### config.mk
export PLATFORM = sky130hd
export DESIGN_NAME = vending_machine_param
export DESIGN_NICKNAME = d
export VERILOG_FILES = /design/src/rtl/vending_machine_param.sv
export SDC_FILE = /design/constraint.sdc
export NUM_CORES = 1
export LEC_CHECK = 0
export ABC_AREA = 1
export ABC_CLOCK_PERIOD_IN_PS = 5500
export CORE_MARGIN = 10
export CORE_UTILIZATION = 35
export CTS_CLUSTER_SIZE = 12
export DETAILED_ROUTE_END_ITERATION = 16
export SLEW_MARGIN = 20
export SYNTH_ARGS = -nofsm -noshare
export SYNTH_HDL_FRONTEND = slang
export SYNTH_SLANG_ARGS = --single-unit
### constraint.sdc
create_clock -name clk -period 5.5 [get_ports clk]
set_input_delay 0.825 -clock clk [delete_from_list [all_inputs] [get_ports clk]]
set_output_delay 0.825 -clock clk [all_outputs]
set_load 0.1 [all_outputs]
### src/rtl/vending_machine_param.sv
// Parameterised coin-operated vending controller.
// Credit is counted in 5-rupee units. Coins of 1, 2 or 4 units are accepted
// while the machine is idle or accumulating; once the price is reached the
// product is released for one cycle and any surplus is paid back as a train
// of single-unit change pulses. A cancel while accumulating refunds all held
// credit through the same payout path.

module vending_machine_param #(
   parameter  int PRICE_UNITS = 3,                     // product price, >= 1
   parameter  int MAX_UNITS   = 8,                     // credit ceiling, >= PRICE_UNITS
   localparam int CW          = $clog2(MAX_UNITS + 1)  // credit counter width
) (
   input  logic          clk,
   input  logic          rst,          // synchronous, active low
   input  logic          coin_valid,
   input  logic [1:0]    coin_val,
   input  logic          cancel,
   output logic          dispense,
   output logic          change_5,
   output logic          coin_reject,
   output logic          busy,
   output logic [CW-1:0] credit
);

   // Sum width: one bit wider than the counter so credit + coin cannot wrap
   // before the ceiling compare, and never narrower than the largest coin
   // value (4 units needs 3 bits) for very small MAX_UNITS.
   localparam int SW = ((CW + 1) > 3) ? (CW + 1) : 3;

   localparam logic [SW-1:0] MAX_SUM   = SW'(MAX_UNITS);
   localparam logic [SW-1:0] PRICE_SUM = SW'(PRICE_UNITS);
   localparam logic [CW-1:0] PRICE_CR  = CW'(PRICE_UNITS);

   typedef enum logic [1:0] {
      S_IDLE   = 2'd0,   // no credit held
      S_ACCUM  = 2'd1,   // 0 < credit < price
      S_VEND   = 2'd2,   // one-cycle product release
      S_PAYOUT = 2'd3    // one change pulse per held unit
   } state_e;

   state_e        state_q,  state_d;
   logic [CW-1:0] credit_q, credit_d;
   logic          reject_q, reject_d;

   logic [2:0]    coin_units;
   logic          coin_code_ok;
   logic [SW-1:0] credit_sum;
   logic          coin_fits;
   logic          coin_accept;

   // Decode the coin code and work out whether it would fit under the ceiling.
   always_comb begin
      // NOTE: every combinational output gets a default before the case so no
      // path leaves it unassigned, which would otherwise infer a latch.
      coin_units   = 3'd0;
      coin_code_ok = 1'b1;
      case (coin_val)
         2'b00:   coin_units = 3'd1;
         2'b01:   coin_units = 3'd2;
         2'b10:   coin_units = 3'd4;
         default: coin_code_ok = 1'b0;
      endcase
      credit_sum  = SW'(credit_q) + SW'(coin_units);
      coin_fits   = (credit_sum <= MAX_SUM);
      coin_accept = coin_valid && coin_code_ok && !cancel && coin_fits;
   end

   // Next-state, next-credit and reject-pulse logic.
   always_comb begin
      // NOTE: combinational blocks use blocking (=) assignments so later
      // statements see earlier results within the same evaluation.
      state_d  = state_q;
      credit_d = credit_q;
      reject_d = 1'b0;

      case (state_q)
         S_IDLE, S_ACCUM: begin
            if (coin_valid) begin
               if (coin_accept) begin
                  credit_d = CW'(credit_sum);
                  state_d  = (credit_sum >= PRICE_SUM) ? S_VEND : S_ACCUM;
               end else begin
                  reject_d = 1'b1;
               end
            end
            // Refund only makes sense with credit held; a cancel in IDLE
            // does nothing. A coin presented alongside cancel was rejected
            // above, so credit_d is still the held credit here.
            if (cancel && (state_q == S_ACCUM)) begin
               state_d = S_PAYOUT;
            end
         end

         S_VEND: begin
            reject_d = coin_valid;
            credit_d = credit_q - PRICE_CR;
            state_d  = (credit_q == PRICE_CR) ? S_IDLE : S_PAYOUT;
         end

         S_PAYOUT: begin
            reject_d = coin_valid;
            if (credit_q <= CW'(1)) begin
               credit_d = '0;
               state_d  = S_IDLE;
            end else begin
               credit_d = credit_q - CW'(1);
            end
         end

         // Unreachable with a full 2-bit encoding, but keeps recovery explicit
         // if the state register is ever corrupted.
         default: begin
            credit_d = '0;
            state_d  = S_IDLE;
         end
      endcase
   end

   // State, credit and reject registers with synchronous active-low reset.
   always_ff @(posedge clk) begin
      // NOTE: sequential state uses non-blocking (<=) assignments so every
      // flop samples values from before the edge.
      if (!rst) begin
         state_q  <= S_IDLE;
         credit_q <= '0;
         reject_q <= 1'b0;
      end else begin
         state_q  <= state_d;
         credit_q <= credit_d;
         reject_q <= reject_d;
      end
   end

   // Moore outputs from the state register; coin_reject is the registered
   // verdict on the previous cycle's coin.
   assign dispense    = (state_q == S_VEND);
   assign change_5    = (state_q == S_PAYOUT);
   assign busy        = (state_q == S_VEND) || (state_q == S_PAYOUT);
   assign credit      = credit_q;
   assign coin_reject = reject_q;

endmodule

# ---- Word-level counts from Yosys, hierarchy flattened
# Index checks and enable logic that the tools add are counted.
dict set report totals {
  register_bits 7
  latch_bits 0
  mem_bits_rw 0
  romBits 0
  inputBits 6
  out_inout_bits 8
  wordCells 49
  memories 0
}
dict set report classes {
  addsub 3
  n_mul 0
  div_mod_pow 0
  order_cmp 3
  n_eq_ne 11
  shifts 0
  n_mux 16
  n_bitwise 0
  reduce_logical 13
}
# operator n
set op_table {}
lappend op_table {{2-bit 2-to-1 mux} 6}
lappend op_table {{4-bit 2-to-1 mux} 3}
lappend op_table {{4-bit case mux with 3 select lines} 1}
lappend op_table {{3-bit case mux with 3 select lines} 1}
lappend op_table {{2-bit equality test (second input constant)} 3}
lappend op_table {{3-bit inequality test (second input constant)} 2}
lappend op_table {{2-bit case mux with 3 select lines} 1}
lappend op_table {{4-bit by 3-bit adder with 5-bit output} 1}
lappend op_table {{5-bit by 2-bit >= comparator with 1-bit output (second input constant)} 1}
lappend op_table {{5-bit by 4-bit <= comparator with 1-bit output (second input constant)} 1}
lappend op_table {{2-bit by 1-bit equality test with 1-bit output (second input constant)} 2}
lappend op_table {{4-bit by 2-bit equality test with 1-bit output (second input constant)} 1}
lappend op_table {{4-bit by 1-bit <= comparator with 1-bit output (second input constant)} 1}
lappend op_table {{1-bit logical AND} 4}
lappend op_table {{2-bit logical NOT} 2}
lappend op_table {{2-bit inequality test (second input constant)} 2}
lappend op_table {{2-bit OR reduction} 2}
lappend op_table {{4-bit by 1-bit subtractor with 4-bit output (second input constant)} 1}
lappend op_table {{4-bit by 2-bit subtractor with 4-bit output (second input constant)} 1}
lappend op_table {{1-bit 2-to-1 mux} 3}
lappend op_table {{3-bit AND reduction} 1}
lappend op_table {{3-bit OR reduction} 1}
lappend op_table {{2-bit by 1-bit inequality test with 1-bit output (second input constant)} 1}
lappend op_table {{1-bit case mux with 2 select lines} 1}
lappend op_table {{3 further kinds} 3}

# ---- Depth between registers and ports, before layout
# Gate-level depths: netlist (run 1).
dict set report depth {
  ltp_word 10
  mapped_depth 14
}

# ---- Worst setup path before layout (run 1)
# OpenSTA, ideal clock, no wires.
dict set report synth_timing {
  path_type {register -> register}
  from {register credit_q[0], in the netlist credit[0]}
  to {register reject_q, in the netlist coin_reject}
  setup_time_ns 0.116
  arrival_ns 2.479
  path_slack_ns 2.905
  stages_incl_launch_ff 11
  n_path_buf 0
  period_less_slack_ns 2.595
  cell_sequence {dfxtp_1 > ha_1 > inv_1 > fa_1 > inv_1 > nor2_1 > nand3_1 > nand3_2 > nand2_2 > o211ai_1 > inv_1}
}
dict set report synth_via {
  elab_chain_cells 6
}
# element line_no
set synth_rtl {}
lappend synth_rtl {{start, declared} 42} ;# logic [CW-1:0] credit_q, credit_d;
lappend synth_rtl {{start signal, assigned} 129} ;# credit_q <= credit_d;
lappend synth_rtl {{4-bit by 3-bit adder with 5-bit output} 63} ;# credit_sum = SW'(credit_q) + SW'(coin_units);
lappend synth_rtl {{5-bit by 4-bit <= comparator with 1-bit output} 64} ;# coin_fits = (credit_sum <= MAX_SUM);
lappend synth_rtl {{1-bit logical AND} 65} ;# coin_accept = coin_valid && coin_code_ok && !cancel && coin_fits;
lappend synth_rtl {{1-bit 2-to-1 mux} 79} ;# if (coin_accept) begin
lappend synth_rtl {{1-bit 2-to-1 mux} 78} ;# if (coin_valid) begin
lappend synth_rtl {{1-bit case mux with 2 select lines} 76} ;# case (state_q)
lappend synth_rtl {{end signal, assigned} 130} ;# reject_q <= reject_d;
lappend synth_rtl {{end, declared} 43} ;# logic reject_q, reject_d;
# No other way between the ends.
# A chain may end at the register's enable or synchronous reset.

# ---- Worst setup path in the final report (run 1)
dict set report layout_timing {
  from {register state_q[1]}
  to {output dispense}
}
dict set report layout_via {
  elab_chain_cells 1
}
# element line_no
set layout_rtl {}
lappend layout_rtl {{start, declared} 41} ;# state_e state_q, state_d;
lappend layout_rtl {{start signal, assigned} 128} ;# state_q <= state_d;
lappend layout_rtl {{2-bit equality test} 136} ;# assign dispense = (state_q == S_VEND);
lappend layout_rtl {{end, declared} 18} ;# output logic dispense,
# No other way between the ends.

==> results of run 1 <==
## per-stage QoR
step | instance area [um2] | hold WS [ns] | total power [uW]
after floorplan | 785 | 0.546 | 166
after global placement | 927 | 0.620 | 194
after detailed placement | 927 | 0.622 | 194
after CTS | 953 | 0.629 | 241
after global routing | 953 | 0.650 | 258
final | 953 | 0.628 | 238
## power by group
group          leakage [uW]  internal [uW]  switching [uW]
Combinational      0.000395           41.3            85.2
Clock             0.0000150           27.6            17.6
Sequential        0.0000573           56.1            9.90
## synth_stat cells (all sizes together)
master / count
a21boi: 3
a21oi: 2
a22oi: 1
and3: 1
buf: 2
clkbuf: 1
clkinv: 1
dfxtp: 7
fa: 1
ha: 6
inv: 18
nand2: 41
nand3: 20
nand3b: 2
nand4: 1
nor2: 11
nor3: 1
o211ai: 3
or2: 1
xnor2: 1
## worst min-delay path, stage by stage, from the launching register on
cell and delay (ns):
dfxtp_1 0.40, nor2_1 0.14, nor2_1 0.05
## registers in the layout, summed over array words and instances (netlist names)
register / flops
state_q: 2
coin_reject: 1
credit: 4
## metal layers
metal	GRT usage [%]	routed length (um)	vias up
met5	0	0	-
met4	4.36	34	0
met3	1.65	113	6
met2	15.3	926	16
met1	10.3	840	360
li1	-	-	424
## area by class of cell
class / instances / share of cell area [%]
clock buffers: 4 / 2.76
well taps: 28 / 3.67
multi-input cells: 95 / 57.7
inverters: 19 / 7.48
flip-flops and latches: 7 / 14.7
repair buffers: 13 / 13.6
## logic make-up (layout without fill, tap and decap cells)
kind of cell,Yosys count,in the layout,synth area share [%]
XOR/XNOR,1,1,1.12
adder cells (fa/ha/maj),7,7,12.1
flip-flops,7,7,17.9
buffers and inverters,22,36,12.0
AND/OR/NAND/NOR,78,78,47.1
AO/OA/AOI/OAI,9,9,9.89
## worst max-delay path by stage
stage,start,endpoint
after floorplan,credit[0],coin_reject
after global placement,coin_val[0],coin_reject
after detailed placement,coin_val[0],coin_reject
after CTS,state_q[1],dispense
after global routing,state_q[1],dispense
final,state_q[1],dispense
==> out/summary.txt, run 1 <==
status - finished clean
mean post-synth cell area - 6.33 um2
Fill cells - 251
Pwr Density - 249 nW/um2
Seq/Total Area, Yosys - 17.9%
P_leak - 0.000468 uW
Unique masters post-synth - 27
Worst Reg2Reg Path Length in Cells - 10
dpl ws - 2.54 ns
clock skew - 0.00297 ns
crit-path max FO - 13
Worst Max-Slew Pin Slew - 0.976 ns
Worst Path Buf+Inv - 2
Hold Path Stages - 2
clock tree sinks - 7
gr usage total - 8.87%
delay-heaviest family, CP - buffers and inverters
most frequent cells in the layout - 39 x nand2_1, 17 x inv_1, 17 x nand3_1
DPL Wire Length - 1.57 mm
First DRT Iteration DRCs - 45
CP Capture Type - output port
slowest stage delay, CP - 1.17 ns
fin crit share - 57.3%
CTS clk-pin slew, worst paths - 0.05 ns
hold_sp - credit[0]
antenna-violating nets left - 0
global route overflow - 0
GP Congestion - 0.835
reg2reg start - credit[0]
# setup viols final - 0
Vias - 806
utilization after layout - 43.9%
Critical Path Start Type - register
I/O Buffers - 13
# hold bufs at CTS - 0
Initial Util - 36.2%
Tmin final - 3.15 ns
placed cells - 162
Synth top area share - 18.7%
CTS tree - done
RR Endpoint - coin_reject
non-filler cells, final - 166
FP Rows - 17
worst setup path class - register to output port
Vias/cell - 4.86
Synth Net Count - 137
Reg area - 140 um2
CTS resizes - 0
wire length per cell - 11.5 um
initial antenna violation count - 0
Final Max Tran Viols - 0
P&R area growth vs syn - 21.5%
Die Area - 4540 um2
WP data arrival - 2.33 ns
worst reg2reg setup slack - 3.38 ns
Clock Path Buffers - 2
fmax - 317 MHz
CTS buffer count - 3
post-CTS setup repair buffer count - 0
Yosys top cell by area - nand2_1
post-synthesis cell area - 785 um2
Die Y - 67.3 um
die width - 67.3 um
Multi-input gate area - 551 um2
H-Tree Depth - 1
Seq cells post-synth - 7
maxcap violations - 0
Final Hold Vio Count - 0
crit-path cells - inv_1 > nor2_2 > clkdlybuf4s50_1
Slew headroom - 34.7%
fin nets - 152
Synth Warn # - 0
Worst path slowest cell - clkdlybuf4s50_1
RSZ-0062 raised after global routing - false
drt pass-1 iters - 4
number of global-route vias before repair - 766
proportion of layout cells with a drive suffix above 1 - 11.6%
final worst slack - 2.35 ns
Root Driver - clkbuf_4
global-route wire length before repair - 3.21 mm
DRT Wirelength - 1.91 mm
Worst Hold End - credit[0]
largest net degree at the start of global routing - 14
drt drc - 0
core area - 2170 um2
CP Depth - 3
Min-Delay Path Class - register to register
commonest non-fill, non-tap cell in the layout - nand2_1
Cells after Synth - 124
antenna cells - 0
TNS Setup - 0 ns
worst skew pair latency - 0.25 ns
CP Data Required Time - 4.68 ns
Ports - 14
worst vdd ir - 0.000157 V
top cells by area, synth - nand2_1 19%, dfxtp_1 18%, nand3_1 11%
(Power assumes the default switching activity.)
==> run 2, diff against run 1 <==
--- a/config.mk
+++ b/config.mk
@@ -6,7 +6,7 @@
 export NUM_CORES = 1
 export LEC_CHECK = 0
 export ABC_AREA = 1
-export ABC_CLOCK_PERIOD_IN_PS = 5500
+export ABC_CLOCK_PERIOD_IN_PS = 3200
 export CORE_MARGIN = 10
 export CORE_UTILIZATION = 35
 export CTS_CLUSTER_SIZE = 12
==> constraint.sdc (replaced) <==
create_clock -name clk -period 3.2 [get_ports clk]
set_input_delay 0.48 -clock clk [delete_from_list [all_inputs] [get_ports clk]]
set_output_delay 0.48 -clock clk [all_outputs]
set_load 0.1 [all_outputs]
==> out/summary.txt, run 2 (synthesized netlist as in run 1, its figures left out) <==
CTS clk-pin slew, worst paths - 0.05 ns
Multi-input gate area - 551 um2
final worst slack - 0.797 ns
Ports - 14
wire length per cell - 11.9 um
most frequent cells in the layout - 39 x nand2_1, 17 x inv_1, 17 x nand3_1
FP Rows - 17
TNS Setup - 0 ns
drt pass-1 iters - 4
Final Hold Vio Count - 0
First DRT Iteration DRCs - 39
P&R area growth vs syn - 19.3%
proportion of layout cells with a drive suffix above 1 - 16.7%
initial antenna violation count - 0
CTS buffer count - 3
commonest non-fill, non-tap cell in the layout - nand2_1
worst skew pair latency - 0.24 ns
delay-heaviest family, CP - adder cells
die width - 67.3 um
DRT Wirelength - 1.98 mm
Clock Path Buffers - 2
antenna cells - 0
status - finished clean
Die Area - 4540 um2
antenna-violating nets left - 0
post-CTS setup repair buffer count - 0
Crit path top cell by count - inv_1
placed cells - 162
CTS tree - done
Root Driver - clkbuf_4
P_leak - 0.000481 uW
H-Tree Depth - 1
slowest stage delay, CP - 0.53 ns
Worst path slowest cell - fa_1
fin crit share - 75.1%
Pwr Density - 434 nW/um2
number of global-route vias before repair - 752
Critical Path Start Type - primary input
max reg flops - 4
fin nets - 152
worst vdd ir - 0.000231 V
# setup viols final - 0
crit-path cells - clkdlybuf4s50_1 > nor2_1 > ha_1 > inv_1 > fa_1 > inv_1 > nor2_1 > nand3_1 > nand3_2 > nand2_2 > o211ai_1 > inv_1
CP Capture Type - register
gr usage total - 9.24%
maxcap violations - 0
core area - 2170 um2
non-filler cells, final - 166
CTS resizes - 0
drt drc - 0
Reg area - 140 um2
Die Y - 67.3 um
CP Data Required Time - 3.33 ns
Worst Path Buf+Inv - 4
Min-Delay Path Class - register to register
Initial Util - 36.2%
worst hold slack - 0.618 ns
Tmin final - 2.40 ns
WP data arrival - 2.54 ns
clock skew - 0.00327 ns
I/O Buffers - 13
utilization after layout - 43.1%
DPL Wire Length - 1.65 mm
Final Max Tran Viols - 0
global-route wire length before repair - 3.32 mm
RSZ-0062 raised after global routing - false
GP Congestion - 0.816
worst setup path class - primary input to register
clock tree sinks - 7
crit-path max FO - 7
Slew headroom - 34.9%
Vias - 773
dpl ws - 0.546 ns
# hold bufs at CTS - 0
Fill cells - 242
Vias/cell - 4.66
global route overflow - 0
Worst Max-Slew Pin Slew - 0.974 ns
largest net degree at the start of global routing - 14
fmax - 416 MHz
-- run 2: cell types whose count changed in the layout (fill, tap and decap cells not counted), sizes merged --
| cell | delta |
|---|---|
| clkdlybuf4s50 | -7 |
| buf | +7 |
-- run 2: worst register-to-register path, stage by stage (launching register included) --
cell	delay, ns
dfxtp_1	0.50
ha_1	0.25
inv_1	0.06
fa_1	0.53
inv_1	0.07
nor2_1	0.08
nand3_1	0.09
nand3_2	0.09
nand2_2	0.11
o211ai_1	0.20
inv_1	0.06
-- run 2: cell type report --
| type | instances | area share [%] |
|---|---|---|
| clock buffers | 4 | 2.81 |
| multi-input cells | 95 | 58.8 |
| well taps | 28 | 3.74 |
| flip-flops and latches | 7 | 15.0 |
| inverters | 19 | 7.62 |
| repair buffers | 13 | 12.0 |
-- run 2: power by group --
group	switching, uW	internal (uW)	leakage, uW
Combinational	148	68.5	0.000409
Sequential	17.4	96.5	0.0000573
Clock	28.9	47.3	0.0000150
Total	194	212	0.000481
-- run 2: path summary, 6_finish.rpt --
check / from / end / slack [ns] / depth (start not counted)
worst max-delay path: coin_val[0] / coin_reject / 0.80 / 12
worst min register to register: credit[0] / credit[0] / 0.62 / 2
worst max register to register: credit[0] / coin_reject / 1.05 / 10
worst min-delay path: credit[0] / credit[0] / 0.62 / 2
-- run 2: routing by layer --
layer	GRT usage, %	up-vias	wire (um)
met5	0	-	0
met4	3.08	0	0
met3	2.31	0	81
met2	15.9	13	1040
met1	10.9	337	862
li1	-	423	-
-- run 2: metrics by stage --
stage               total power [uW]  cell area (um2)
CTS                              413              936
finish                           406              936
floorplan                        286              785
detailed placement               333              910
global route                     444              936
global placement                 330              910
